## src/rtl/regfile_param.sv

```systemverilog
// regfile_param: parametrised register file with one write port and NREAD
// registered read ports (1-cycle latency, per-port valid).
//
// Parameters:
//   W        data word width
//   AW       address width, depth = 2**AW
//   NREAD    number of read ports (>= 1)
//   ZERO_REG 1 = entry 0 reads as 0 and ignores writes
//
// Ports:
//   clk     clock, all state updates on posedge
//   reset   synchronous active-high reset (clears memory and read ports)
//   wr_en   write strobe
//   waddr   write address
//   wdata   write data
//   rd_en   per-port read request, bit i = port i
//   raddr   read addresses, port i at [i*AW +: AW]
//   rdata   read data, port i at [i*W +: W]
//   rvalid  per-port read-data valid
//
// Optional feature: define REGFILE_BYPASS_EN to forward same-edge write data
// to a read of the same address (default build returns the old value).
module regfile_param #(
    parameter int unsigned W        = 32,
    parameter int unsigned AW       = 5,
    parameter int unsigned NREAD    = 2,
    parameter int unsigned ZERO_REG = 1
) (
    input  logic                  clk,
    input  logic                  reset,
    input  logic                  wr_en,
    input  logic [AW-1:0]         waddr,
    input  logic [W-1:0]          wdata,
    input  logic [NREAD-1:0]      rd_en,
    input  logic [NREAD*AW-1:0]   raddr,
    output logic [NREAD*W-1:0]    rdata,
    output logic [NREAD-1:0]      rvalid
);

    localparam int unsigned DEPTH = 1 << AW;

    logic [W-1:0] mem_q [DEPTH];
    logic         wr_fire;

    // Writes to the hardwired-zero entry are dropped.
    assign wr_fire = wr_en && !((ZERO_REG != 0) && (waddr == '0));

    // Storage array; reset clears every entry.
    always_ff @(posedge clk) begin
        if (reset) begin
            for (int unsigned j = 0; j < DEPTH; j++) begin
                mem_q[AW'(j)] <= '0;
            end
        end else if (wr_fire) begin
            mem_q[waddr] <= wdata;
        end
    end

    // One independent registered read port per generate iteration.
    for (genvar g = 0; g < NREAD; g++) begin : g_rd
        logic [AW-1:0] addr;
        logic [W-1:0]  rd_d;
        logic [W-1:0]  rd_q;
        logic          rv_q;

        assign addr = raddr[g*AW +: AW];

        // Next read data: hold unless requested; zero entry masks everything.
        always_comb begin
            rd_d = rd_q;
            if (rd_en[g]) begin
                rd_d = mem_q[addr];
`ifdef REGFILE_BYPASS_EN
                if (wr_en && (addr == waddr)) begin
                    rd_d = wdata;
                end
`endif
                if ((ZERO_REG != 0) && (addr == '0)) begin
                    rd_d = '0;
                end
            end
        end

        // Read data / valid registers; reset kills any in-flight read.
        always_ff @(posedge clk) begin
            if (reset) begin
                rd_q <= '0;
                rv_q <= 1'b0;
            end else begin
                rd_q <= rd_d;
                rv_q <= rd_en[g];
            end
        end

        assign rdata[g*W +: W] = rd_q;
        assign rvalid[g]       = rv_q;
    end

endmodule

```

## config.mk

```make
export PLATFORM = sky130hd
export DESIGN_NAME = regfile_param
export DESIGN_NICKNAME = d
export VERILOG_FILES = /design/src/rtl/regfile_param.sv
export SDC_FILE = /design/constraint.sdc
export NUM_CORES = 2
export LEC_CHECK = 0
export BUFFER_PORTS_ARGS = -buffer_cell sky130_fd_sc_hd__buf_2
export CAP_MARGIN = 20
export CORE_ASPECT_RATIO = 0.5
export CORE_MARGIN = 4
export CORE_UTILIZATION = 60
export CTS_CLUSTER_DIAMETER = 120
export DETAILED_ROUTE_END_ITERATION = 12
export HOLD_SLACK_MARGIN = 0.1
export PLACE_DENSITY = 0.77
export SLEW_MARGIN = 5
export SYNTH_ARGS = -nofsm -noshare
export SYNTH_HDL_FRONTEND = slang
export SYNTH_SLANG_ARGS = --single-unit
```

## constraint.sdc

```tcl
create_clock -name clk -period 3.3 [get_ports clk]
set_input_delay 0.495 -clock clk [delete_from_list [all_inputs] [get_ports clk]]
set_output_delay 0.495 -clock clk [all_outputs]
set_load 0.05 [all_outputs]
```

### Word level (Yosys, flattened, before mapping)

Memories as Yosys holds them, arrays and structs flattened.
Index checks and enable logic that the tools add are counted.

* register bits: 66
* bits in latches: 0
* RAM bits: 1024
* ROM bits: 0
* output and inout bits: 66
* memories kept: 1

* add/subtract/negate cells: 0
* $mul: 0
* div/mod/pow operators: 0
* order comparisons: 0
* equal/unequal tests: 0
* shift-type cells: 0
* muxes and demuxes: 10
* bitwise operators: 0
* reductions and logical operators: 6

Memories
* mem_q: words 32, width 32, read ports 2, clocked after memory_dff 0, write ports 32, RTL line 42 `logic [W-1:0] mem_q [DEPTH];`

Operator list (number)
* 2-to-1 mux 32 bit: 3
* OR reduction 32 bit: 1
* logical NOT 5 bit: 3
* 2-to-1 mux 1 bit: 6
* 2-to-1 mux 5 bit: 1
* logical AND 1 bit: 1
* logical NOT 1 bit: 1

### Longest topological paths before layout

* word-level depth: 8
* gate-level depth with buffers: 10

### Worst setup path after synthesis

No wires, ideal clock.

* kind: input port to flip-flop
* start: input port raddr[5]
* end: register g_rd[1].rd_q[4]
* setup time: 0.122 ns
* arrival time: 2.250 ns
* required time: 3.178 ns
* slack: 0.928 ns
* stages: 9
* buffers on the path: 5
* cells stage by stage: buf_4 buf_6 buf_6 buf_4 buf_2 mux2i_1 nor2_1 o31a_1 a221o_1

* word-level cells in the longest chain between the ends: 2

RTL lines
* start, declared: RTL line 35 `input logic [NREAD*AW-1:0] raddr,`
* memory (32 x 32 bit) / logical NOT 5 bit (equally long branches)
* 2-to-1 mux 32 bit *: RTL line 78 `if ((ZERO_REG != 0) && (addr == '0)) begin`
* end signal, assigned: RTL line 90 `rd_q <= rd_d;`
* end, declared: RTL line 63 `logic [W-1:0] rd_q;`

Mark *: on every way between the ends. The rest lies on a longest branch, timed or not.
A chain may end at the register's enable or synchronous reset.

### Worst setup path after layout

* start: input port raddr[5]
* end: register g_rd[1].rd_q[3]

The elaborated chain is that of the path after synthesis.

==> impl_metrics.yaml <==
setup_path:
  cp-end-kind: "flip-flop"
  path_class: "primary input to flip-flop"
  cpMostUsedCell: "buf_12"
  worst-path-buf-inv: 4
  critPathRequiredTime_ns: 3.90
  crit_path_cell_trace: "buf_8 > buf_12 > buf_12 > buf_4 > mux4_2 > mux2i_1 > nand2_1 > a221o_1"
  cp_slowest_cell: "mux4_2"
  reg2reg_setup_slack_ns: 1.14
  cp_slowest_stage_delay_ns: 0.51
  critPathLaunchType: "primary input"
  worstPathArrival_ns: 3.16
  cp-startpoint: "raddr[5]"
  r2r-end: "g_rd[1].rd_q[26]"
  reg2regPathDepth: 4
  crit_family: "buffers and inverters"
  r2r_start: "mem_q[22][26]"
  crit_path_max_fanout: 37
detailed_routing:
  wire_per_inst_um: 37.6
  ant_nets: 0
  vias: 37700
  viasPerCell: 7.26
  drt_iter0_drc: 6982
  finalWirelength_um: 195000
  drt_drc_violations_left: 0
  firstDrtPassIters: 7
timing:
  holdWs_ns: 0.138
  rsz0062_at_grt: "false"
  maxClockFrequency_ghz: 0.390
  setup-tns-final_ns: 0
  slew_violations: 0
  hold_viol: 0
  relSlewSlack_pct: 42.3
  setup_viol_count_final: 0
  tightestPinTransition_ns: 0.863
  fin_crit_sh_pct: 77.7
  fin_skew_ns: 0.0223
  min_period_ns: 2.56
final_layout:
  final_common_cell: "edfxtp_1"
  fin_cells: 5198
  fillers: 6105
  syn_to_final_growth_pct: 11.6
  layout_common_cells: "edfxtp_1 (1024), and2_1 (993), mux4_2 (416), buf_4 (180), mux2_2 (175)"
  layout-drive-gt1-share_pct: 29.8
  final_nets: 3906
  fin_util_pct: 67.7
clocking:
  path_clk_slew_ns: 0.07
  post_cts_buffers: 0
  ctsResizeCount: 0
  clock_sinks: 1090
  cts_buffer_depth: 3
  clockRootBuffer: "clkbuf_16"
  tritoncts: "built"
  numCtsBuffers: 96
  cts_max_level: 3
  clkLatencyLatePin_ns: 0.71
  hold_buffers: 1
logic_synthesis:
  synth_enable_flop_cells: 1024
  synthesis.area_sq_mm: 0.0566
  synth.avg_cell_area_sq_um: 15.0
  ys_ff_latch: 1090
  synthArstFlopShare_pct: 0
  synth-main-ff-cell: "edfxtp_1"
  yosysSeqAreaShare_pct: 56.7
  syn-instance-count: 3772
  yosysUniqueCellTypes: 42
  ys_warn_count: 0
hold_path:
  hold_start: "rd_en[1]"
  min_path_cells: 2
  hold_path.class: "primary input to flip-flop"
  min_to: "g_rd[1].rv_q"
floorplanning:
  die-area_sq_mm: 0.0996
  io_pins: 118
  dieHeight_um: 225
  core.rowCount: 79
  die_w_um: 442
  initial_core_util_pct: 60.7
  coreArea_sq_mm: 0.0932
grt:
  grt_pass1_wl_um: 274000
  grt_usage_pct: 39.1
  grt_remaining_overflow: 0
  grt_max_degree: 66
  grt_pass1_vias: 36700
  antenna_found_initial: 26
power_and_ir_drop:
  seqPwrFrac_pct: 50.0
  leakage_nw: 22.2
  clkPwrFrac_pct: 36.4
  power_density_mw_per_mm2: 519
  ir_worst_vdd_mv: 0.394
  power.internal_w: 0.0242
  p_sw_share_pct: 26.1
  p_sw_w: 0.00855
  combinationalPowerShare_pct: 13.7
status:
  status: "completed"
place:
  io_buffer_count: 117
  gp_congestion: 1.00
  dp_cells: 5009
  dp_hpwl_um: 122000
flow_run:
  cap_violations: 0
cells by family after synthesis:
kind of cell / after synthesis / share of synthesized area (%)
simple gates: 1213 / 12.9
mux: 736 / 22.6
other cells: 1 / 0.00663
buf+inv: 410 / 3.15
compound gates: 322 / 4.64
flops: 1090 / 56.7
synthesized netlist by cell type, types with 20 or more instances:
master,n,area [sq um]
edfxtp_1,1024,30700
and2_1,994,6220
mux4_2,416,9370
clkbuf_1,313,1170
mux2_2,175,1970
mux2i_1,145,1450
dfxtp_1,66,1320
nand2_1,65,244
o221ai_1,52,455
o21ai_0,50,250
nor2_1,48,180
a221o_1,45,450
buf_2,39,195
or2_2,33,206
a32o_1,32,320
o2bb2ai_1,32,280
o211ai_1,31,233
o22ai_1,31,194
a221oi_1,30,263
buf_4,30,225
nand2b_1,22,138
nand3_1,20,100
power by group through the flow:
stage	combinational, W	clock (W)	sequential, W
2_1_floorplan	0.00234	0	0.0167
3_3_place_gp	0.00420	0	0.0166
3_5_place_dp	0.00424	0	0.0167
4_1_cts	0.00427	0.0119	0.0164
5_1_grt	0.00453	0.0125	0.0164
6_report	0.00448	0.0119	0.0164
per-stage QoR:
step	setup slack (ns)	cell area (sq um)	total power, W
global placement	0.0820	59900	0.0208
global route	0.687	63100	0.0334
finish	0.737	63100	0.0328
floorplan	0.928	56700	0.0190
CTS	0.793	63100	0.0325
detailed placement	0.0526	59900	0.0209
worst max path at each step:
stage                 endpoint  depth (start not counted)
2_1_floorplan  g_rd[1].rd_q[4]                          9
4_1_cts        g_rd[1].rd_q[3]                          8
5_1_grt        g_rd[1].rd_q[3]                          8
6_report       g_rd[1].rd_q[3]                          8
3_5_place_dp   g_rd[1].rd_q[3]                          8
3_3_place_gp   g_rd[1].rd_q[3]                          8
layout make-up:
| type | count | area [sq um] | share of cell area (%) |
|---|---|---|---|
| antenna | 10 | 25.0 | 0.0396 |
| clock inverter | 61 | 669 | 1.06 |
| sequential | 1090 | 32100 | 50.8 |
| multi-input combinational | 2303 | 23000 | 36.4 |
| timing repair buffer | 360 | 3250 | 5.15 |
| clock buffer | 116 | 2550 | 4.04 |
| tap | 1255 | 1570 | 2.49 |
| inverter | 3 | 11.3 | 0.0178 |
state kept, by name (all words and copies together), names as in the netlist:
register,flops
g_rd.rd_q,64
mem_q,1024
g_rd.rv_q,2
routing by layer:
layer  vias up  GRT usage [%]  share of wire, %
li1      14600              -                 -
met3       514           20.8                20
met5         -           2.15              0.20
met1     19100           54.8                36
met2      3458           52.9                41
met4        14           11.5               3.5
worst reg2reg max path, stage by stage, from the launching register on:
cell      delay, ns
edfxtp_1       0.41
mux4_2         0.49
mux4_2         0.66
nor2b_1        0.20
a221o_1        0.28
No activity file was read; power rests on OpenSTA's default activity.
